===== src/rtl/int_pkg.sv =====
// Shared definitions for the ACW interrupt acknowledge path.
package int_pkg;

    typedef enum logic [2:0] {
        ST_IDLE,
        ST_INTA1,
        ST_GAP1,
        ST_INTA2,
        ST_CAPT,
        ST_SERV
    } state_t;

    localparam logic [7:0] VEC_BASE  = 8'hD8;
    localparam logic [2:0] SPUR_CODE = 3'b111;

    localparam logic [7:0] VEC_VID = 8'hDE;
    localparam logic [7:0] VEC_AI0 = 8'hDD;
    localparam logic [7:0] VEC_AI1 = 8'hDC;
    localparam logic [7:0] VEC_AI2 = 8'hDB;

    // Spurious vectors carry SPUR_CODE in the low bits.
    function automatic logic is_spur(input logic [7:0] v);
        return v[2:0] == SPUR_CODE;
    endfunction

endpackage


===== src/rtl/sync_ff.sv =====
// Multi-stage synchroniser with asynchronous active-high reset to RST_VAL.
module sync_ff #(
    parameter int unsigned DEPTH   = 2,
    parameter logic        RST_VAL = 1'b0
) (
    input  logic clk,
    input  logic rst,
    input  logic d,
    output logic q
);

    logic [DEPTH-1:0] sh;

    // Shift the asynchronous input through DEPTH flops.
    always_ff @(posedge clk or posedge rst) begin
        if (rst) begin
            sh <= {DEPTH{RST_VAL}};
        end else begin
            sh <= {sh[DEPTH-2:0], d};
        end
    end

    assign q = sh[DEPTH-1];

endmodule


===== src/rtl/int_ack_seq.sv =====
// Interrupt acknowledge sequencer: accept, two INTA pulses, vector capture,
// in-service tracking and end-of-interrupt acknowledge.
module int_ack_seq
    import int_pkg::*;
#(
    parameter int unsigned PW   = 2,
    parameter int unsigned GAP  = 2,
    parameter int unsigned SYNC = 2
) (
    input  logic       CLK,
    input  logic       RES,
    input  logic       INTL,
    input  logic       IEN,
    input  logic       BOUND,
    input  logic       BUSY,
    input  logic [7:0] D,
    input  logic       EOI,
    output logic       INTAL,
    output logic [7:0] VEC,
    output logic       VECV,
    output logic       TAKEN,
    output logic       SPUR,
    output logic       INSVC,
    output logic       ACK
);

    localparam int unsigned MAXW = (PW > GAP) ? PW : GAP;
    localparam int unsigned CW   = $clog2(MAXW) + 1;
    localparam logic [CW-1:0] PW_LD  = CW'(PW - 1);
    localparam logic [CW-1:0] GAP_LD = CW'(GAP - 1);

    logic          intl_s;
    logic          irq;
    state_t        state, state_nxt;
    logic [CW-1:0] cnt, cnt_nxt;
    logic          accept;
    logic          cap;
    logic          ack_evt;

    sync_ff #(
        .DEPTH   (SYNC),
        .RST_VAL (1'b1)
    ) u_sync (
        .clk (CLK),
        .rst (RES),
        .d   (INTL),
        .q   (intl_s)
    );

    assign irq = ~intl_s;

    // State and shared pulse/gap counter registers.
    always_ff @(posedge CLK or posedge RES) begin
        if (RES) begin
            state <= ST_IDLE;
            cnt   <= '0;
        end else begin
            state <= state_nxt;
            cnt   <= cnt_nxt;
        end
    end

    // Next-state logic; the counter is reloaded on every state entry.
    always_comb begin
        state_nxt = state;
        cnt_nxt   = cnt;
        accept    = 1'b0;
        cap       = 1'b0;
        ack_evt   = 1'b0;
        case (state)
            ST_IDLE: begin
                if (irq && IEN && BOUND && !BUSY) begin
                    accept    = 1'b1;
                    state_nxt = ST_INTA1;
                    cnt_nxt   = PW_LD;
                end
            end
            ST_INTA1: begin
                if (cnt == '0) begin
                    state_nxt = ST_GAP1;
                    cnt_nxt   = GAP_LD;
                end else begin
                    cnt_nxt = cnt - CW'(1);
                end
            end
            ST_GAP1: begin
                if (cnt == '0) begin
                    state_nxt = ST_INTA2;
                    cnt_nxt   = PW_LD;
                end else begin
                    cnt_nxt = cnt - CW'(1);
                end
            end
            ST_INTA2: begin
                if (cnt == '0) begin
                    state_nxt = ST_CAPT;
                    cnt_nxt   = '0;
                end else begin
                    cnt_nxt = cnt - CW'(1);
                end
            end
            ST_CAPT: begin
                // INTAL is registered one cycle behind the state, so this
                // cycle is the last low INTA cycle; D is captured here and
                // its code bits decide the branch (same as testing VEC).
                cap       = 1'b1;
                state_nxt = is_spur(D) ? ST_IDLE : ST_SERV;
            end
            ST_SERV: begin
                if (EOI) begin
                    ack_evt   = 1'b1;
                    state_nxt = ST_IDLE;
                end
            end
            default: begin
                state_nxt = ST_IDLE;
            end
        endcase
    end

    // Registered bus-facing outputs, vector capture and in-service flag.
    always_ff @(posedge CLK or posedge RES) begin
        if (RES) begin
            INTAL <= 1'b1;
            VEC   <= {VEC_BASE[7:3], SPUR_CODE};
            VECV  <= 1'b0;
            TAKEN <= 1'b0;
            SPUR  <= 1'b0;
            INSVC <= 1'b0;
            ACK   <= 1'b0;
        end else begin
            INTAL <= !(state == ST_INTA1 || state == ST_INTA2);
            VECV  <= cap;
            SPUR  <= cap && is_spur(D);
            TAKEN <= accept || (state inside {ST_INTA1, ST_GAP1, ST_INTA2, ST_CAPT});
            ACK   <= ack_evt;
            if (cap) begin
                VEC <= D;
            end
            if (cap && !is_spur(D)) begin
                INSVC <= 1'b1;
            end else if (ack_evt) begin
                INSVC <= 1'b0;
            end
        end
    end

endmodule


===== config.mk =====
export PLATFORM = sky130hd
export DESIGN_NAME = int_ack_seq
export DESIGN_NICKNAME = d
export VERILOG_FILES = /design/src/rtl/int_pkg.sv /design/src/rtl/sync_ff.sv /design/src/rtl/int_ack_seq.sv
export SDC_FILE = /design/constraint.sdc
export NUM_CORES = 1
export LEC_CHECK = 0
export ABC_CLOCK_PERIOD_IN_PS = 1500
export BUFFER_PORTS_ARGS = -buffer_cell sky130_fd_sc_hd__buf_2
export CAP_MARGIN = 20
export CORE_UTILIZATION = 25
export DETAILED_ROUTE_END_ITERATION = 12
export PLACE_DENSITY = 0.51
export SLEW_MARGIN = 20
export SYNTH_ARGS = -nofsm -noshare
export SYNTH_HDL_FRONTEND = slang
export SYNTH_SLANG_ARGS = --single-unit

===== constraint.sdc =====
create_clock -name CLK -period 1.5 [get_ports CLK]
set_input_delay 0.45 -clock CLK [delete_from_list [all_inputs] [get_ports CLK]]
set_output_delay 0.45 -clock CLK [all_outputs]
set_load 0.005 [all_outputs]

==> results of run 1 <==
layout by cell type (no fill, tap or decap), drive strengths merged:
cell / count
buf: 33
dfrtp: 11
dfstp: 10
mux2: 9
inv: 5
nand2: 4
o21ai: 4
nor2: 4
clkbuf: 4
nand3: 2
a21oi: 2
nor3: 2
or2: 2
nor3b: 1
xnor2: 1
nor4bb: 1
a31oi: 1
a222oi: 1
o21a: 1
nor2b: 1
o221a: 1
nand2b: 1
o2bb2ai: 1
a21boi: 1
stage by stage:
step,cell area (µm²),instances
2_1_floorplan,876,68
3_3_place_gp,1090,145
3_5_place_dp,1090,145
4_1_cts,1120,149
5_1_grt,1120,149
6_report,1120,149
cell usage after synthesis, drive strengths merged (2+ instances only):
master   n  area share
dfstp   10        0.30
dfrtp   11        0.31
a21oi    2       0.011
nand3    2       0.011
buf      2       0.021
o21ai    4       0.023
nor3     2       0.011
mux2     9        0.12
nand2    4       0.017
nor2     4       0.036
inv      5       0.021
or2      2       0.014
flip-flops by register name (all words and copies together), names as in the netlist:
signal	cells
state	3
VECV	1
SPUR	1
cnt	2
VEC	8
u_sync.sh	2
ACK	1
INSVC	1
TAKEN	1
INTAL	1
critical path: stages (launching register included):
cell and delay, ns:
dfrtp_1 0.40, or2_1 0.34, nor2_8 0.21, mux2_2 0.35
kinds of logic (layout without fill, tap and decap cells):
family / after synthesis / in the layout / share of synthesized area
mux: 9 / 9 / 0.116
flops: 21 / 21 / 0.614
simple gates: 18 / 18 / 0.124
compound gates: 12 / 12 / 0.0929
buf+inv: 7 / 42 / 0.0429
xor+xnor: 1 / 1 / 0.0100
power breakdown:
group / total (µW) / switching [µW] / internal (µW)
registers: 956 / 97.8 / 858
clock network: 269 / 166 / 103
logic: 840 / 399 / 441
metal layers:
layer | part of all wire | wire [µm] | GRT usage
met2 | 0.48 | 764 | 0.155
met3 | 0.065 | 102 | 0.0378
met4 | 0.015 | 23 | 0.0584
met1 | 0.44 | 688 | 0.117
met5 | 0 | 0 | 0
area by class of cell:
type | instances | area (µm²)
Tap cell | 46 | 57.6
Inverter | 5 | 18.8
Sequential cell | 21 | 538
Fill cell | 359 | 2220
Clock buffer | 4 | 26.3
Timing Repair Buffer | 33 | 178
Multi-Input combinational cell | 40 | 300
worst min path at each step:
| stage | depth (start not counted) | startpoint | endpoint | slack (ns) |
|---|---|---|---|---|
| after floorplan | 0 | u_sync.sh[0] | u_sync.sh[1] | 0.35 |
| after global placement | 0 | u_sync.sh[0] | u_sync.sh[1] | 0.35 |
| after detailed placement | 0 | u_sync.sh[0] | u_sync.sh[1] | 0.35 |
| after CTS | 3 | RES | VEC[5] | 0.16 |
| after global routing | 3 | RES | TAKEN | 0.16 |
| final | 3 | RES | state[0] | 0.16 |
==> results.toml, run 1 <==
[global_routing]
gr-usage-all-layers = 0.0998
gr-total-overflow = 0
grt_pass1_wl_um = 2640
grt_max_degree = 22
grt_pass1_vias = 597
antenna_found_initial = 0

[route]
vias = 615
via_per_inst = 4.13
ant_nets = 0
drt_iter0_markers = 10
firstDrtPassIters = 4
drc = 0
wl_per_cell_um = 10.6
wl_um = 1580

[min_path]
hp-class = "input pin to asynchronous set/reset pin"

[placed_design]
gp_congestion = 0.784
portBuffers = 28
post-dp-hpwl_um = 1200
pre_cts_slack_ns = 0.0874

[timing]
fmax_mhz = 709
setup_tns_ns = 0
drv_slew = 0
setup_viol = 0
post-route-period-util = 0.940
relSlewSlack = 0.770
fin_crit_ns = 1.41
worst_slew_pin_slew_ns = 0.345
fin_ws_ns = 0.0897
fin_worst_skew_ns = 0.00580
hold_viol = 0
whs_ns = 0.161
rsz0062_at_grt = "no"

[logic_synthesis]
synth-edff-count = 0
avgSynthCellArea_um2 = 12.9
synth_cell_type_count = 27
syn_inst = 68
synth_area_um2 = 876
yosysWarnings = 0
syn_nets = 83
synth-seq-area-share = 0.614
synthFlopType = "dfrtp_1"
ys_ff_latch = 21
synth-async-reset-ratio = 1.00

[final_layout]
drive_above_1_share = 0.563
diodes = 0
area_growth_pct = 27.7
fin_util = 0.335
nets = 119

[critical_path]
ff2ff_setup_slack_ns = 0.09
cp.required_ns = 1.69
r2r_cells = 3
crit-reg2reg-capture = "VEC[5]"
worstSetupEndpointType = "register"
r2r-start = "state[0]"
crit_end = "VEC[5]"
worstPathMaxFanout = 10
critical_path_class = "register to register"
arrival_ns = 1.60
cp-startpoint = "state[0]"
start_kind = "register"

[die]
io-pin-count = 29
start_util = 0.262
fp.dieH_um = 61.2
std_cell_rows = 21
die_x_um = 61.2
dieArea_um2 = 3740
coreArea_um2 = 3340

[status]
outcome = "finished, final reports clean"

[clock_tree]
cts_buffer_depth = 2
h-tree-depth = 1
cts_tree = "done"
ctsResizeCount = 0
cts_buffers = 3
clkSinkCount = 21
cts_hold_buffers = 0
path_clk_slew_ns = 0.12
cts_root_buf = "clkbuf_4"
clk_latency_ns = 0.30
post_cts_buffers = 0

[pwr]
leakagePower_uw = 0.000526
p_per_area_nw_per_um2 = 1850
peakVddDrop_mv = 0.485
finalPower_uw = 2060

[job]
cap_violations = 0
(Power assumes the default switching activity.)
==> run 2, diff against run 1 <==
==> constraint.sdc (replaced) <==
create_clock -name CLK -period 1.5 [get_ports CLK]
set_input_delay 0.45 -clock CLK [delete_from_list [all_inputs] [get_ports CLK]]
set_output_delay 0.45 -clock CLK [all_outputs]
set_load 0.1 [all_outputs]
==> run 2 against run 1 <==
Compared with the run above:
- the run now ends with negative setup slack left
- setup slack got worse by 0.10 ns
- final area rose by 19%
- routed wire length fell by 1.3%
- utilization rose by 6.5 points
- worst hold slack got worse by 0.023 ns
- non-clock buffer count did not move
- clock skew rose by 0.00083 ns
- sequential share of layout area fell by 7.8 points
- clock-buffer cell count fell by 1
- register-to-register slack improved by 0.08 ns
- largest cell class unchanged
==> results.toml, run 2 (synthesis gave the netlist of run 1 again) <==
[timing]
fmax_mhz = 662
fin_worst_skew_ns = 0.00663
rsz0062_at_grt = "yes"
post-route-period-util = 1.01
fin_crit_ns = 1.51
relSlewSlack = 0.788
hold_viol = 0
fin_ws_ns = -0.0109
drv_slew = 0
worst_slew_pin_slew_ns = 0.318
setup_viol = 7

[route]
drc = 0
wl_per_cell_um = 10.5
drt_iter0_markers = 9
via_per_inst = 4.21
ant_nets = 0
firstDrtPassIters = 4
wl_um = 1560
vias = 627

[die]
die_x_um = 61.2
std_cell_rows = 21
io-pin-count = 29
coreArea_um2 = 3340
start_util = 0.262
dieArea_um2 = 3740
fp.dieH_um = 61.2

[critical_path]
slowest_stage = "dfstp_2"
arrival_ns = 1.06
critical_path_class = "register to output port"
cp.required_ns = 1.05
start_kind = "register"
worstSetupEndpointType = "output port"
cp.buffers_inverters = 1
ff2ff_setup_slack_ns = 0.17
cpLargestDelayFamily = "flip-flops"
r2r_cells = 3
worstPathMaxFanout = 2
crit_chain = "buf_12"
crit-reg2reg-capture = "VEC[5]"
r2r-start = "state[1]"
slowest_delay_ns = 0.58
path_depth = 1

[final_layout]
largest_register_ffs = 8
nets = 119
largestRegisters = "VEC: 8 flops, state: 3 flops"
area_growth_pct = 52.4
final_cells = 149
postLayoutCellArea_um2 = 1340
layout_common_cells = "14 x buf_2, 14 x buf_12, 11 x dfrtp_1"
drive_above_1_share = 0.583
top_register = "VEC"
diodes = 0

[clock_tree]
cts_buffers = 3
cts_hold_buffers = 0
post_cts_buffers = 0
cts_tree = "done"
clkSinkCount = 21
cts_root_buf = "clkbuf_4"
cts_buffer_depth = 2
clk_latency_ns = 0.31
path_clk_slew_ns = 0.12
h-tree-depth = 1

[global_routing]
grt_pass1_wl_um = 2590
gr-usage-all-layers = 0.0977
gr-total-overflow = 0
antenna_found_initial = 0
grt_pass1_vias = 599
grt_max_degree = 22

[placed_design]
gp_congestion = 0.813
dp.cells = 145
portBuffers = 28
place_area_um2 = 1300
post-dp-hpwl_um = 1210

[min_path]
hp-class = "input pin to asynchronous set/reset pin"

[status]
outcome = "finished, violations left"
violations = "negative setup slack"

[job]
cap_violations = 0
==> run 2: cell count changes in the layout (fill, tap and decap cells not counted) <==
cell	before	now
or2_4	0	1
clkinvlp_4	0	1
buf_12	0	14
buf_2	28	14
or2_1	1	0
clkbuf_1	1	0
==> run 2: timing repair <==
item                       4_1_cts  5_1_grt
setup endpoints to repair        7        9
gates resized for setup          0        1
hold endpoints to repair         0        0
==> run 2: layer usage <==
layer | vias to the layer above | share of wire | track usage
li1 | 304 | - | -
met1 | 299 | 0.40 | 0.114
met2 | 20 | 0.49 | 0.146
met3 | 4 | 0.092 | 0.0588
met4 | 0 | 0.013 | 0.0390
met5 | - | 0 | 0
==> run 2: through the flow <==
stage / worst slack (ns) / hold slack, ns / util / TNS (ns)
2_1_floorplan: 0.124 / 0.345 / - / 0
3_3_place_gp: 0.0773 / 0.347 / 0.390 / 0
3_5_place_dp: 0.0697 / 0.349 / 0.390 / 0
4_1_cts: -0.0367 / 0.137 / 0.399 / -0.210
5_1_grt: -0.0699 / 0.135 / 0.400 / -0.441
6_report: -0.0109 / 0.137 / 0.400 / -0.0524
==> run 2: how the worst max path moves through the flow <==
stage          slack [ns]  startpoint  endpoint
2_1_floorplan        0.12    state[1]    VEC[5]
6_report            -0.01      VEC[2]    VEC[2]
4_1_cts             -0.04      VEC[2]    VEC[2]
3_3_place_gp         0.08        BUSY  state[0]
5_1_grt             -0.07      VEC[6]    VEC[6]
3_5_place_dp         0.07    state[1]    VEC[5]
==> run 2: area by class of cell <==
cell class,count,area [µm²]
fillers,322,2000
flip-flops and latches,21,538
clock inverters,1,7.51
inverters,5,18.8
well taps,46,57.6
multi-input cells,40,303
clock buffers,3,22.5
repair buffers,33,388
==> run 2: worst min-delay path: cells and delay by family <==
family	cells	cell delay, ns
buf+inv	3	0.39
Power of run 2 is not shown: default switching activity piles up to over one toggle a cycle in this logic, so the estimate is an artifact.
==> run 3, diff against run 2 <==
CORE_UTILIZATION = 43   (was 25)
CTS_BUF_LIST = sky130_fd_sc_hd__clkbuf_16   (was unset)
PLACE_DENSITY = 0.76   (was 0.51)
==> run 3 against run 2 <==
Compared with the run above:
- largest cell class unchanged
- the run now ends clean
- register-to-register slack got worse by 0.09 ns
- critical endpoint is now VEC[4]
- clock-buffer cell count unchanged
- non-clock buffer count unchanged
- highest routed layer unchanged
==> results.toml, run 3 (synthesis gave the netlist of run 1 again) <==
[final_layout]
nets = 119
postLayoutCellArea_um2 = 1300
diodes = 0
drive_above_1_share = 0.573
final_cells = 128
fillCellCount = 139
top_register = "VEC"
fin_util = 0.712
layout_common_cells = "18 x buf_2, 11 x dfrtp_1, 10 x dfstp_2, 10 x buf_12, 9 x mux2_2"
seqCellArea_um2 = 538
multiInputGateArea_um2 = 300
largestRegisters = "VEC: 8 flops, state: 3 flops"
area_growth_pct = 48.0
largest_register_ffs = 8
final_common_cell = "buf_2"

[route]
vias = 649
drt_iter0_markers = 9
wl_met2_um = 991
wl_per_cell_um = 14.2
firstDrtPassIters = 4
met3WireLength_um = 108
top_layer = "met4"
wl_um = 1820
drc = 0
ant_nets = 0
via_per_inst = 5.07
wirelength_met1_um = 693

[placed_design]
gp_congestion = 0.800
post-dp-hpwl_um = 1220
place_area_um2 = 1220
dp.cells = 124
portBuffers = 28

[clock_tree]
h-tree-depth = 1
cts_buffers = 3
cts_root_buf = "clkbuf_16"
path_clk_slew_ns = 0.06
cts_hold_buffers = 0
cts_buffer_depth = 2
cts_tree = "done"
clkSinkCount = 21
post_cts_buffers = 0
clk_latency_ns = 0.25
ctsResizeCount = 0

[timing]
fmax_mhz = 693
drv_slew = 0
worst_slew_pin_slew_ns = 0.483
rsz0062_at_grt = "no"
fin_worst_skew_ns = 0.00282
setup_tns_ns = 0
relSlewSlack = 0.680
post-route-period-util = 0.963
hold_viol = 0
fin_crit_ns = 1.44
setup_viol = 0

[die]
dieArea_um2 = 2220
start_util = 0.481
coreArea_um2 = 1820
fp.dieH_um = 47.1
io-pin-count = 29
std_cell_rows = 15
die_x_um = 47.1

[critical_path]
cp.buffers_inverters = 1
cp.required_ns = 1.05
slowest_delay_ns = 0.56
slowest_stage = "dfstp_2"
arrival_ns = 0.99
worstPathMaxFanout = 2
start_kind = "register"
critical_path_class = "register to output port"
cpLargestDelayFamily = "flip-flops"
crit_chain = "buf_12"
worstSetupEndpointType = "output port"

[status]
outcome = "finished, final reports clean"

[global_routing]
grt_max_degree = 22
gr-total-overflow = 0
gr-usage-all-layers = 0.189
grt_pass1_vias = 646
antenna_found_initial = 0
grt_pass1_wl_um = 2840

[job]
cap_violations = 0

[min_path]
hp-class = "input pin to asynchronous set/reset pin"
## run 3: routing by layer
metal	vias up	GRT usage
li1	309	-
met1	308	0.223
met5	-	0
met2	28	0.317
met4	0	0.109
met3	4	0.0423
## run 3: cell type report
class                   count  share of cell area
clock inverters             1             0.00386
repair buffers             33               0.253
clock buffers               3              0.0579
multi-input cells          40               0.232
inverters                   5              0.0145
flip-flops and latches     21               0.415
well taps                  25              0.0241
## run 3: worst paths after layout
check / from / end / cells past startpoint / slack [ns]
setup / recovery: VEC[4] / VEC[4] / 1 / 0.06
hold / removal: RES / VECV / 3 / 0.21
setup reg to reg: state[1] / VEC[5] / 3 / 0.08
hold reg to reg: u_sync.sh[0] / u_sync.sh[1] / 0 / 0.36
max in group asynchronous: RES / u_sync.sh[1] / 3 / 1.02
min in group CLK: INTL / u_sync.sh[0] / 1 / 0.29
## run 3: metrics by stage
stage | setup slack, ns | hold slack [ns]
floorplan | 0.124 | 0.345
global placement | 0.0976 | 0.349
finish | 0.0562 | 0.213
global route | 0.0340 | 0.255
CTS | 0.0476 | 0.218
detailed placement | 0.0607 | 0.351
Power of run 3 is left out for the same reason.
